## src/rtl/mem_lsq.sv

```systemverilog
// In-order load/store queue: issues dmem requests oldest-first, formats load data, retires in enqueue order.
// Optional MEM_LSQ_MISALIGN_EN: misaligned H/W accesses complete without a request and retire with o_wb_err.
module mem_lsq #(
   parameter int DEPTH = 4,
   parameter int AW    = 32
) (
   input  logic          i_clk,
   input  logic          i_rst,
   input  logic          i_vld,
   output logic          o_rdy,
   input  logic          i_ren,
   input  logic          i_wen,
   input  logic [2:0]    i_opsel,
   input  logic [AW-1:0] i_addr,
   input  logic [31:0]   i_wdata,
   input  logic [31:0]   i_res,
   input  logic [4:0]    i_rd_waddr,
   input  logic          i_rd_wen,
   output logic          o_req_vld,
   input  logic          i_req_rdy,
   output logic [AW-1:0] o_req_addr,
   output logic          o_req_wen,
   output logic [3:0]    o_req_mask,
   output logic [31:0]   o_req_wdata,
   input  logic          i_rsp_vld,
   input  logic [31:0]   i_rsp_rdata,
   output logic          o_wb_vld,
   output logic [31:0]   o_wb_data,
   output logic [4:0]    o_rd_waddr,
   output logic          o_rd_wen,
   output logic          o_wb_err,
   output logic          o_busy
);

   localparam int PW = $clog2(DEPTH);

   logic [DEPTH-1:0] valid_q, mem_q, load_q, issued_q, done_q, err_q, rdw_q;
   logic [2:0]       opsel_q [DEPTH];
   logic [1:0]       off_q   [DEPTH];
   logic [AW-3:0]    waddr_q [DEPTH];
   logic [31:0]      wdata_q [DEPTH];
   logic [31:0]      data_q  [DEPTH];
   logic [4:0]       rd_q    [DEPTH];

   logic [PW-1:0] head, iss, tail;
   logic [PW:0]   count;

   logic          enq, in_mem, in_err;
   logic [1:0]    in_off;
   logic          iss_live, iss_skip, iss_go, req_fire;
   logic          rsp_hit, rsp_take, rsp_at_head, retire;
   logic [PW-1:0] rsp_idx, scan_idx;
   logic [31:0]   rsp_data, ret_data;

   function automatic logic [31:0] fmt_load(input logic [31:0] rdata,
                                            input logic [2:0]  op,
                                            input logic [1:0]  off);
      logic [31:0] s;
      s = rdata >> {off, 3'b000};
      case (op)
         3'b000:  return {{24{s[7]}}, s[7:0]};
         3'b001:  return {{16{s[15]}}, s[15:0]};
         3'b100:  return {24'h0, s[7:0]};
         3'b101:  return {16'h0, s[15:0]};
         default: return s;
      endcase
   endfunction

   assign o_rdy  = (count != (PW+1)'(DEPTH));
   assign o_busy = (count != '0);
   assign enq    = i_vld && o_rdy;
   assign in_mem = i_ren || i_wen;

   // Offset bits below the access size are dropped; in misalign mode they flag an error instead.
   always_comb begin
      in_off = i_addr[1:0];
      in_err = 1'b0;
      case (i_opsel[1:0])
         2'b00: in_off = i_addr[1:0];
         2'b01: begin
            in_off = {i_addr[1], 1'b0};
`ifdef MEM_LSQ_MISALIGN_EN
            in_err = in_mem && i_addr[0];
`else
            in_err = 1'b0;
`endif
         end
         default: begin
            in_off = 2'b00;
`ifdef MEM_LSQ_MISALIGN_EN
            in_err = in_mem && (i_addr[1:0] != 2'b00);
`else
            in_err = 1'b0;
`endif
         end
      endcase
   end

   // Non-memory and error entries still pass through the issue pointer, one per cycle.
   assign iss_live  = valid_q[iss] && !issued_q[iss];
   assign iss_skip  = iss_live && (!mem_q[iss] || err_q[iss]);
   assign o_req_vld = iss_live && mem_q[iss] && !err_q[iss];
   assign req_fire  = o_req_vld && i_req_rdy;
   assign iss_go    = iss_skip || req_fire;

   assign o_req_addr = {waddr_q[iss], 2'b00};
   assign o_req_wen  = !load_q[iss];

   always_comb begin
      o_req_mask  = 4'b1111;
      o_req_wdata = wdata_q[iss];
      case (opsel_q[iss][1:0])
         2'b00: begin
            o_req_mask  = 4'b0001 << off_q[iss];
            o_req_wdata = {4{wdata_q[iss][7:0]}};
         end
         2'b01: begin
            o_req_mask  = 4'b0011 << off_q[iss];
            o_req_wdata = {2{wdata_q[iss][15:0]}};
         end
         default: ;
      endcase
   end

   always_comb begin
      rsp_hit  = 1'b0;
      rsp_idx  = head;
      scan_idx = head;
      for (int k = 0; k < DEPTH; k++) begin
         scan_idx = PW'(head + PW'(k));
         if (!rsp_hit && valid_q[scan_idx] && load_q[scan_idx] &&
             issued_q[scan_idx] && !done_q[scan_idx]) begin
            rsp_hit = 1'b1;
            rsp_idx = scan_idx;
         end
      end
   end

   assign rsp_take    = i_rsp_vld && rsp_hit;
   assign rsp_data    = fmt_load(i_rsp_rdata, opsel_q[rsp_idx], off_q[rsp_idx]);
   assign rsp_at_head = rsp_take && (rsp_idx == head);
   assign retire      = valid_q[head] && (done_q[head] || rsp_at_head);
   assign ret_data    = rsp_at_head ? rsp_data : data_q[head];

   always_ff @(posedge i_clk) begin
      if (i_rst) begin
         head       <= '0;
         iss        <= '0;
         tail       <= '0;
         count      <= '0;
         valid_q    <= '0;
         o_wb_vld   <= 1'b0;
         o_wb_data  <= '0;
         o_rd_waddr <= '0;
         o_rd_wen   <= 1'b0;
         o_wb_err   <= 1'b0;
      end else begin
         if (enq) begin
            valid_q[tail]  <= 1'b1;
            mem_q[tail]    <= in_mem;
            load_q[tail]   <= i_ren;
            issued_q[tail] <= 1'b0;
            done_q[tail]   <= !in_mem || in_err;
            err_q[tail]    <= in_err;
            rdw_q[tail]    <= i_rd_wen;
            opsel_q[tail]  <= i_opsel;
            off_q[tail]    <= in_off;
            waddr_q[tail]  <= i_addr[AW-1:2];
            wdata_q[tail]  <= i_wdata;
            data_q[tail]   <= i_res;
            rd_q[tail]     <= i_rd_waddr;
            tail           <= tail + 1'b1;
         end
         if (iss_go) begin
            issued_q[iss] <= 1'b1;
            if (req_fire && !load_q[iss]) done_q[iss] <= 1'b1;
            iss <= iss + 1'b1;
         end
         if (rsp_take) begin
            done_q[rsp_idx] <= 1'b1;
            data_q[rsp_idx] <= rsp_data;
         end
         if (retire) begin
            valid_q[head] <= 1'b0;
            head          <= head + 1'b1;
            o_wb_data     <= ret_data;
            o_rd_waddr    <= rd_q[head];
            o_rd_wen      <= rdw_q[head] && !err_q[head];
            o_wb_err      <= err_q[head];
         end
         o_wb_vld <= retire;
         case ({enq, retire})
            2'b10:   count <= count + 1'b1;
            2'b01:   count <= count - 1'b1;
            default: count <= count;
         endcase
      end
   end

endmodule
```

## config.mk

```make
export PLATFORM = sky130hd
export DESIGN_NAME = mem_lsq
export DESIGN_NICKNAME = d
export VERILOG_FILES = /design/src/rtl/mem_lsq.sv
export SDC_FILE = /design/constraint.sdc
export NUM_CORES = 1
export LEC_CHECK = 0
export CORE_ASPECT_RATIO = 1.4
export CORE_MARGIN = 4
export CORE_UTILIZATION = 49
export CTS_BUF_LIST = sky130_fd_sc_hd__clkbuf_8 sky130_fd_sc_hd__clkbuf_16
export CTS_CLUSTER_DIAMETER = 60
export DETAILED_ROUTE_END_ITERATION = 8
export GPL_TIMING_DRIVEN = 0
export PLACE_DENSITY = 0.81
export SLEW_MARGIN = 20
export SYNTH_ARGS = -nofsm -noshare
export SYNTH_HDL_FRONTEND = slang
export SYNTH_SLANG_ARGS = --single-unit
```

## constraint.sdc

```tcl
create_clock -name i_clk -period 10.9 [get_ports i_clk]
set_input_delay 1.635 -clock i_clk [delete_from_list [all_inputs] [get_ports i_clk]]
set_output_delay 1.635 -clock i_clk [all_outputs]
set_load 0.02 [all_outputs]
```

==> run summary <==
Worst Tran Pin Value: 1.03 ns
Slew headroom: 31.0%
Net Sw Frac: 33.1%
Skew final: 0.0200 ns
Die area: 0.0495 sq mm
Fin. Hold Viols: 0
Core area: 0.0452 sq mm
GRT Residual Overflow: 0
Cell family with most CP delay: buffers and inverters
CTS buffer count: 49
Sink Count: 495
P&R area growth vs syn: 22.8%
CP cell instances: buf_1 > buf_1 > buf_1 > mux4_2 > clkdlybuf4s50_1
Cell row count: 92
FILL cells: 3,371
WL final: 64.3 mm
RSZ-0062 raised after global routing: no
Net switching power: 0.00205 W
Commonest non-fill, non-tap cell in the layout: edfxtp_1
Seq cells post-synth: 495
Die W: 189 um
IO buf count: 253
Seq/Total Area, Yosys: 63.5%
Cells after DPL: 2,419
CP required: 9.27 ns
CP most frequent cell: buf_1
Lkg Pwr: 8.93 nW
Avg Inst Size Synth: 14.6 sq um
Die H: 262 um
Post-CTS Setup Bufs: 0
Starting Density: 49.8%
H-tree levels: 2
Status: finished clean
EDFF count, synth: 440
Setup CP Type: register to output pin
Worst IR Drop VDD: 0.000174 V
CTS hold repair buffers: 0
Crit. End Element: output pin
Max clock buf depth: 3
Pre-antenna DRT Iters: 6
Post-synth cell types: 70
Via density: 6.09
Slowest cell on crit path: buf_1
Highest Clock Rate: 169 MHz
Routed Antenna Nets: 0
Post-CTS Resized: 0
GR Util All Layers: 25.3%
Root Driver: clkbuf_16
Post-layout nets: 2,017
Dpl hpwl: 45.1 mm
Initial antenna violation count: 3
Yosys warnings: 0
Worst skew pair latency: 0.57 ns
Crit start category: register
Post-route DRC: 0
CP Buf/Inv Count: 4
Clock power share: 27.0%
Power density cells: 224 mW/mm^2
Clock-pin slew on the worst setup and hold paths: 0.06 ns
Vias in the first global route: 16,166
Worst Hold Class: register to register
Period utilisation layout: 54.4%
CP peak stage delay: 0.73 ns
Vias: 15,290
Crit path max fanout: 10
Cell count after synthesis: 1,546
Final Max Tran Viols: 0
First-pass GRT wire length: 95.9 mm
Ports: 256
Pin count of the biggest net entering global routing: 62
Async set-reset flop share out of synthesis: 0%
Sequential power share: 38.2%
Layout cell share with drive strength beyond 1: 15.6%
Utilization after layout: 61.2%
CP arrival: 4.29 ns
CTS tree: yes
Max-Cap Viols: 0
Synthesized area: 0.0225 sq mm
Fin crit period: 5.92 ns
Iter 0 DRT Violations: 1,430
Fin cells: 2,511
P_int: 0.00414 W
Final setup viols: 0
Routed WL per cell: 25.6 um
Placer congestion estimate: 0.982
Ys flop type: edfxtp_1
Final setup TNS: 0 ns
Most frequent cells in the layout: edfxtp_1, clkdlybuf4s50_1, nand2_1, o21ai_0, mux4_2
Comb pwr share: 34.8%
[worst reg2reg max path, stage by stage, from the launching register on]
cell,delay [ns]
dfxtp_1,0.37
buf_2,0.29
inv_1,0.21
ha_1,0.32
clkbuf_1,0.22
a2111oi_0,0.44
nor2_1,0.15
a31oi_4,0.35
xnor2_1,0.22
clkbuf_1,0.44
o31a_1,0.39
inv_1,0.10
buf_2,0.23
buf_2,0.25
ha_1,0.26
fa_1,0.40
xnor2_1,0.15
or3_1,0.32
a21oi_1,0.14
[per-layer routing]
metal / track usage, % / share of wire [%]
met5: 0 / 0.031
met4: 12.5 / 5.3
met3: 6.99 / 9.4
met2: 44.3 / 51
met1: 28.8 / 34
[cells by family (layout without fill, tap and decap cells)]
family / after synthesis / count (layout) / synth area share [%]
other: 1 / 4 / 0.0166
and+or+nand+nor: 347 / 347 / 7.36
xor gates and xnor gates: 6 / 6 / 0.233
adders and majority gates: 14 / 14 / 0.811
DFF: 495 / 495 / 63.5
AOI/OAI and AO/OA: 345 / 345 / 10.0
buffers and inverters: 140 / 491 / 2.91
muxes: 198 / 198 / 15.1
[area by class of cell]
type | count | area [sq um] | area share [%]
well taps | 611 | 764 | 2.76
repair buffers | 261 | 2730 | 9.87
inverters | 28 | 125 | 0.452
multi-input cells | 912 | 7580 | 27.4
clock buffers | 50 | 1250 | 4.52
diodes | 2 | 5.00 | 0.0181
plain buffers | 112 | 551 | 1.99
clock inverters | 40 | 343 | 1.24
flip-flops and latches | 495 | 14300 | 51.7
[cells in the mapped netlist, types with 7 or more instances]
master	instances	share of area (%)
buf_2	21	0.47
a22oi_1	10	0.33
o311ai_0	8	0.31
nor2_1	73	1.2
edfxtp_1	440	59
a31oi_1	41	1.1
and2_1	16	0.44
ha_1	13	0.72
clkbuf_2	8	0.18
buf_6	8	0.40
a21oi_1	28	0.62
o311a_1	8	0.36
nor2b_1	7	0.19
buf_1	11	0.18
a2bb2oi_1	33	1.3
o21ai_0	118	2.6
or3_1	20	0.56
o211ai_1	25	0.83
nand4_1	10	0.28
mux2i_1	55	2.4
mux2_2	32	1.6
a211oi_1	18	0.60
nor3_1	9	0.20
dfxtp_1	55	4.9
nand2_1	135	2.2
nand3_1	42	0.93
o21ai_1	27	0.60
inv_1	26	0.43
buf_4	9	0.30
clkbuf_1	55	0.92
mux4_2	111	11
[state kept, by name (all words and copies together) (netlist names), named ones only]
signal / flops
head: 2
wdata_q: 128
valid_q: 4
o_wb_vld: 1
err_q: 4
count: 3
o_rd_wen: 1
off_q: 8
o_rd_waddr: 5
opsel_q: 12
rdw_q: 4
tail: 2
done_q: 4
o_wb_data: 32
o_wb_err: 1
issued_q: 4
iss: 2
load_q: 4
data_q: 128
waddr_q: 120
rd_q: 20
mem_q: 4
[stage by stage]
| stage | setup WS [ns] | hold slack (ns) | total power (W) | instance area [sq um] |
|---|---|---|---|---|
| 3_3_place_gp | 4.45 | 0.452 | 0.00449 | 25800 |
| 4_1_cts | 4.77 | 0.461 | 0.00621 | 27700 |
| 3_5_place_dp | 5.40 | 0.451 | 0.00454 | 26100 |
| 6_report | 4.98 | 0.462 | 0.00619 | 27700 |
| 5_1_grt | 4.55 | 0.473 | 0.00643 | 27700 |
| 2_1_floorplan | 6.46 | 0.466 | 0.00367 | 22500 |
[power groups by stage]
stage	clock, W	combinational (W)	sequential [W]
after floorplan	0	0.00121	0.00245
after global placement	0	0.00209	0.00240
after detailed placement	0	0.00213	0.00240
after CTS	0.00170	0.00215	0.00236
after global routing	0.00177	0.00229	0.00238
final	0.00167	0.00215	0.00237
[worst paths after layout]
path / startpoint / end / slack (ns) / cells past startpoint
max: register / o_req_addr[29] / 4.98 / 5
min: o_rd_waddr[2] / o_rd_waddr[2] / 0.46 / 2
max reg2reg: head[1] / count[2] / 5.58 / 18
min reg2reg: o_rd_waddr[2] / o_rd_waddr[2] / 0.46 / 2
Note: power is estimated with default switching activity, not from simulation.
